<file path="src/rtl/uart_tx_arbiter_if.sv">
// uart_tx_arbiter_if: requester/FIFO-side bundle of the UART TX write-port arbiter
interface uart_tx_arbiter_if #(parameter int N_REQ = 4);
    logic [N_REQ-1:0]   req_valid;
    logic [8*N_REQ-1:0] req_data;
    logic [N_REQ-1:0]   req_last;
    logic [N_REQ-1:0]   req_ready;
    logic               fifo_full;
    logic               fifo_wr_en;
    logic [7:0]         fifo_wr_data;
    logic [2:0]         grant_id;
    logic               busy;
    logic               forced_rel;
    modport master (
        output req_valid, req_data, req_last, fifo_full,
        input  req_ready, fifo_wr_en, fifo_wr_data, grant_id, busy, forced_rel
    );
    modport slave (
        input  req_valid, req_data, req_last, fifo_full,
        output req_ready, fifo_wr_en, fifo_wr_data, grant_id, busy, forced_rel
    );
endinterface

</file>
<file path="src/rtl/uart_tx_arbiter.sv">
// uart_tx_arbiter: packet-atomic round-robin sharing of the UART TX FIFO write port
module uart_tx_arbiter #(
    parameter int N_REQ     = 4,
    parameter int MAX_BURST = 16,
    parameter int IDLE_TMO  = 64
) (
    input logic clk,
    input logic reset,
    uart_tx_arbiter_if.slave bus
);
    localparam int IW = $clog2(N_REQ);
    if (N_REQ < 2 || N_REQ > 8 || MAX_BURST < 1 || MAX_BURST > 255 ||
        IDLE_TMO < 1 || IDLE_TMO > 1023) begin : g_bad_param
        $error("uart_tx_arbiter: parameter out of range");
    end
    typedef enum logic {IDLE, GRANT} state_t;
    state_t        state;
    logic [IW-1:0] g, lg, nxt, idx;
    logic [7:0]    byte_cnt;
    logic [9:0]    tmo_cnt;
    logic          busy_q, fr_q;
    logic          xfer, done_last, burst_hit, tmo_hit;
    logic [7:0]    bytes [N_REQ];
    genvar i;
    for (i = 0; i < N_REQ; i++) begin : g_bytes
        assign bytes[i] = bus.req_data[8*i +: 8];
    end
    // Scan from farthest to nearest so the first valid after last_grant wins.
    always_comb begin
        nxt = lg;
        idx = '0;
        for (int k = N_REQ; k >= 1; k--) begin
            idx = IW'((int'(lg) + k) % N_REQ);
            nxt = bus.req_valid[idx] ? idx : nxt;
        end
    end
    assign xfer      = state == GRANT && bus.req_valid[g] && !bus.fifo_full;
    assign done_last = xfer && bus.req_last[g];
    assign burst_hit = xfer && !bus.req_last[g] && byte_cnt == 8'(MAX_BURST - 1);
    assign tmo_hit   = state == GRANT && !xfer && tmo_cnt == 10'(IDLE_TMO - 1);
    assign bus.req_ready    = (state == GRANT && !bus.fifo_full) ? N_REQ'(1) << g : '0;
    assign bus.fifo_wr_en   = xfer;
    assign bus.fifo_wr_data = xfer ? bytes[g] : 8'd0;
    assign bus.grant_id     = 3'(g);
    assign bus.busy         = busy_q;
    assign bus.forced_rel   = fr_q;
    always_ff @(posedge clk or posedge reset) begin
        if (reset) begin
            state    <= IDLE;
            lg       <= IW'(N_REQ - 1);
            g        <= '0;
            busy_q   <= 1'b0;
            fr_q     <= 1'b0;
            byte_cnt <= '0;
            tmo_cnt  <= '0;
        end else begin
            fr_q <= 1'b0;
            if (state == IDLE) begin
                if (|bus.req_valid) begin
                    state    <= GRANT;
                    busy_q   <= 1'b1;
                    g        <= nxt;
                    byte_cnt <= '0;
                    tmo_cnt  <= '0;
                end
            end else begin
                byte_cnt <= xfer ? byte_cnt + 8'd1 : byte_cnt;
                tmo_cnt  <= xfer ? 10'd0 : (&tmo_cnt ? tmo_cnt : tmo_cnt + 10'd1);
                if (done_last || burst_hit || tmo_hit) begin
                    state  <= IDLE;
                    busy_q <= 1'b0;
                    lg     <= g;
                    fr_q   <= !done_last;
                end
            end
        end
    end
endmodule

</file>
<file path="src/flat_wrapper.sv">
// flat-port wrapper written by rule: the top's interface ports become plain ports
module uart_tx_arbiter_flat 
#(
    parameter int N_REQ     = 4,
    parameter int MAX_BURST = 16,
    parameter int IDLE_TMO  = 64
)
  (clk, reset, bus_req_valid, bus_req_data, bus_req_last, bus_fifo_full, bus_req_ready, bus_fifo_wr_en, bus_fifo_wr_data, bus_grant_id, bus_busy, bus_forced_rel);
  uart_tx_arbiter_if #(.N_REQ(N_REQ)) bus_i ();
  input logic clk;
  input logic reset;
  input wire logic [$bits(bus_i.req_valid)-1:0] bus_req_valid;
  input wire logic [$bits(bus_i.req_data)-1:0] bus_req_data;
  input wire logic [$bits(bus_i.req_last)-1:0] bus_req_last;
  input wire logic [$bits(bus_i.fifo_full)-1:0] bus_fifo_full;
  output wire logic [$bits(bus_i.req_ready)-1:0] bus_req_ready;
  output wire logic [$bits(bus_i.fifo_wr_en)-1:0] bus_fifo_wr_en;
  output wire logic [$bits(bus_i.fifo_wr_data)-1:0] bus_fifo_wr_data;
  output wire logic [$bits(bus_i.grant_id)-1:0] bus_grant_id;
  output wire logic [$bits(bus_i.busy)-1:0] bus_busy;
  output wire logic [$bits(bus_i.forced_rel)-1:0] bus_forced_rel;
  assign bus_i.req_valid = bus_req_valid;
  assign bus_i.req_data = bus_req_data;
  assign bus_i.req_last = bus_req_last;
  assign bus_i.fifo_full = bus_fifo_full;
  assign bus_req_ready = bus_i.req_ready;
  assign bus_fifo_wr_en = bus_i.fifo_wr_en;
  assign bus_fifo_wr_data = bus_i.fifo_wr_data;
  assign bus_grant_id = bus_i.grant_id;
  assign bus_busy = bus_i.busy;
  assign bus_forced_rel = bus_i.forced_rel;
  uart_tx_arbiter #(.N_REQ(N_REQ), .MAX_BURST(MAX_BURST), .IDLE_TMO(IDLE_TMO)) u_core (.clk(clk), .reset(reset), .bus(bus_i));
endmodule
</file>
<file path="config.mk">
export PLATFORM = sky130hd
export DESIGN_NAME = uart_tx_arbiter_flat
export DESIGN_NICKNAME = d
export VERILOG_FILES = /design/src/rtl/uart_tx_arbiter_if.sv /design/src/rtl/uart_tx_arbiter.sv /design/src/flat_wrapper.sv
export SDC_FILE = /design/constraint.sdc
export NUM_CORES = 1
export LEC_CHECK = 0
export ABC_CLOCK_PERIOD_IN_PS = 3500
export CAP_MARGIN = 20
export CORE_ASPECT_RATIO = 0.7
export CORE_MARGIN = 2
export CORE_UTILIZATION = 48
export DETAILED_ROUTE_END_ITERATION = 10
export HOLD_SLACK_MARGIN = 0.02
export PLACE_DENSITY_LB_ADDON = 0.15
export SLEW_MARGIN = 15
export SYNTH_ARGS = -nofsm -noshare
export SYNTH_HDL_FRONTEND = slang
export SYNTH_SLANG_ARGS = --single-unit
</file>
<file path="constraint.sdc">
create_clock -name clk -period 3.5 [get_ports clk]
set_input_delay 0.875 -clock clk [delete_from_list [all_inputs] [get_ports clk]]
set_output_delay 0.875 -clock clk [all_outputs]
set_load 0.02 [all_outputs]
</file>
==> impl_results.md <==
* Outcome: complete, no violations
* TritonCTS clock tree: built
* IO Pins at a little over 60
* CP required at 2.62 ns
* Crit share post-route at a little over nine tenths
* Clk Tree Root Cell: clkbuf_8
* Min cycle time layout at 3.41 ns
* Footprint of the multi-input gates at slightly above 1000 um2
* CTS clk-pin slew, worst paths at approximately 0.090 ns
* Leading post-synthesis cells by cell area: dfrtp_1, mux4_2, mux2i_1
* Fmax achieved at a little under 300 MHz
* Max Clock Skew at between 0.008 and 0.009 ns
* Avg WL per Cell at approximately 18 um
* Tot GR Track Use at 25.7%
* Post-synth top area cell: dfrtp_1
* GRT overflow at 0
* WS Path Type: in2out
* Worst EP arrival at between 2 and 3 ns
* I/O Buffers at 59
* Slew @ Worst Pin at slightly below 0.8 ns
* Layout cells sized above 1 at ~14%
* Worst Setup Start Kind: input port
* Place WS at -0.271 ns
* Starting Density at about half
* Die ar. at 4190 um2
* Core Box Area at roughly 3500 um2
* Synth Warn # at 0
* Pleak at between 1 and 1.5 nW
* CTS max path bufs at 2
* Top-area cell type share of the netlist area at 32.6%
* Worst Setup End Kind: primary output
* Seq/Total Area, Yosys at approximately 36%
* Vias in the first global route at ~1600
* H-tree depth at 1
* Slew Limit Fails at 0
* Horiz. Die Dim at 76.5 um
* Syn avg cell area at roughly 9.5 um2
* DRT Wirelength at 5.52 mm
* Final ANT Viol Nets at 0
* Critical-path cell list: clkdlybuf4s50_1, or3b_1, o22a_1, inv_2, and2_1, dlygate4sd2_1
* Yosys reg bits at 25
* Commonest cells after routing, fill and taps aside: clkdlybuf4s50_1, dfrtp_1, nand2_1
* Num CTS Buffers at 3
* Fill count at 253
* Antenna violations before repair at 0
* Hold_buf cts at 0
* Antenna cells at 0
* Yosys cell types at 47
* Hold Slack at a little over 0.5 ns
* # setup viols final at 0
* First-pass GRT wire length at 8.04 mm
* Fin nets at a little under 300
* 1st-iter DRT viols at 130
* Most common cell after layout, fill and taps aside: clkdlybuf4s50_1
* Vias per Instance at a little under 6
* TritonRoute pass-1 iters at 4
* Cell Pwr Density at ~580 nW/um2
* Clk sinks at 25
* Peak supply drop at roughly 0.00049 V
* Gpl congestion at 0.869
* Total negative slack at 0 ns
* Site row count at 18
* Largest net degree at the start of global routing at 26
* P&R area growth vs syn at 43.1%
* Slew headroom at roughly 48%
* Top delay family on crit path: buffers and inverters
* DIE HEIGHT at roughly 55 um
* Max-cap violations at 0
* Worst-Skew Late Latency at around 0.27 ns
* Mapped Cells at 185
* Final worst slack at ~0.09 ns
* Final hold vios at 0
* Detailed Place HPWL at approximately 4.2 mm
* Net Count, Synth at 230
* Reg area at 628 um2
* Routed via count at roughly 1800
* CP max stage delay at 0.45 ns
* Mapped Area at ~1800 um2
* Worst Path Buf+Inv at 3
* Hold Crit Class: reg2reg
* Critical path fanouts, max at 10
* Highest-delay cell along the critical path: clkdlybuf4s50_1
* Unrepaired setup endpoints after global routing: no
* Drt drc at 0
## cell usage after synthesis (all sizes together)
cell type  count
nor3b          1
and4bb         1
o41ai          2
nor2b          1
nor4           3
o21a           1
mux2i          9
or3            4
a2bb2oi        1
o221ai         2
ha             2
o211ai         3
or2            2
nand2         15
buf            9
a31oi          4
o21ai          4
clkbuf         3
nand2b         5
o31ai          1
and2          11
dfrtp         23
a211o          1
or4            6
nand3b         3
dfstp          2
and3           3
and4           1
nand4          5
o22a           2
or4b           2
nor3           2
or3b           1
nor2          11
a21oi          8
inv           11
conb           1
mux2           2
nand3          5
o22ai          2
mux4           9
o2111ai        1
## final cells by class
cell class	count	area share [%]
tap	50	2.48
timing repair buffer	73	28.2
multi-input combinational	137	41.0
sequential	25	24.9
clock buffer	4	1.78
inverter	11	1.63
## worst paths after layout
kind | startpoint | endpoint | slack (ns) | depth (start not counted)
min in group asynchronous | reset | u_core.g[0] | 0.85 | 2
hold / removal | u_core.byte_cnt[6] | u_core.byte_cnt[6] | 0.52 | 1
setup reg to reg | u_core.g[1] | u_core.lg[0] | 1.35 | 5
hold reg to reg | u_core.byte_cnt[6] | u_core.byte_cnt[6] | 0.52 | 1
max in group asynchronous | reset | u_core.lg[0] | 2.18 | 3
setup / recovery | bus_fifo_full | bus_fifo_wr_data[4] | 0.09 | 6
## worst register-to-register path, cell delays in order (launching register included)
cell     delay [ns]
dfrtp_1        0.57
mux2i_1        0.29
o22a_1         0.22
buf_4          0.23
mux2i_2        0.41
mux2_2         0.38
## power breakdown
| part | leakage [nW] | total, mW | switching, mW | internal, mW |
|---|---|---|---|---|
| clock network | 0.0228 | 0.174 | 0.0924 | 0.0816 |
| registers | 0.322 | 0.457 | 0.0890 | 0.368 |
| logic | 0.748 | 0.827 | 0.419 | 0.408 |
| total | 1.09 | 1.46 | 0.600 | 0.858 |
## what timing repair did
action | CTS | global route
endpoints found under the setup margin | 9 | 5
resized for setup | 10 | 5
cloned | 0 | 0
buffers inserted | 0 | 0
## cells by family (layout without fill, tap and decap cells)
kind of cell | after synthesis | in the layout | share of synthesized area [%]
multiplexers | 20 | 20 | 18.1
AND/OR/NAND/NOR | 82 | 82 | 26.9
buffers and inverters | 23 | 88 | 5.74
flip-flops | 25 | 25 | 35.6
adder cells (fa/ha/maj) | 2 | 2 | 1.42
AO/OA/AOI/OAI | 32 | 32 | 12.1
other | 1 | 1 | 0.212
## stage by stage
step	power (mW)	cells	util, %	instance area, um2
finish	1.46	300	71.9	2530
global route	1.55	300	71.9	2530
CTS	1.45	299	70.9	2490
detailed placement	1.30	295	69.9	2460
global placement	1.26	295	69.9	2460
floorplan	0.965	185	-	1770
## registers in the layout, summed over array words and instances (netlist names)
signal                 cells
u_core.state               1
u_core.g                   2
u_core.bus.busy            1
u_core.byte_cnt            8
u_core.lg                  2
u_core.tmo_cnt            10
u_core.bus.forced_rel      1
## routing by layer
metal  track usage (%)  up-vias  routed length [um]
met5                 0        -                   0
met2              44.0       72                2850
li1                  -      820                   -
met1              34.2      872                2280
met3              4.13       13                 269
met4              9.09        0                 119
No activity file was read; power rests on OpenSTA's default activity.
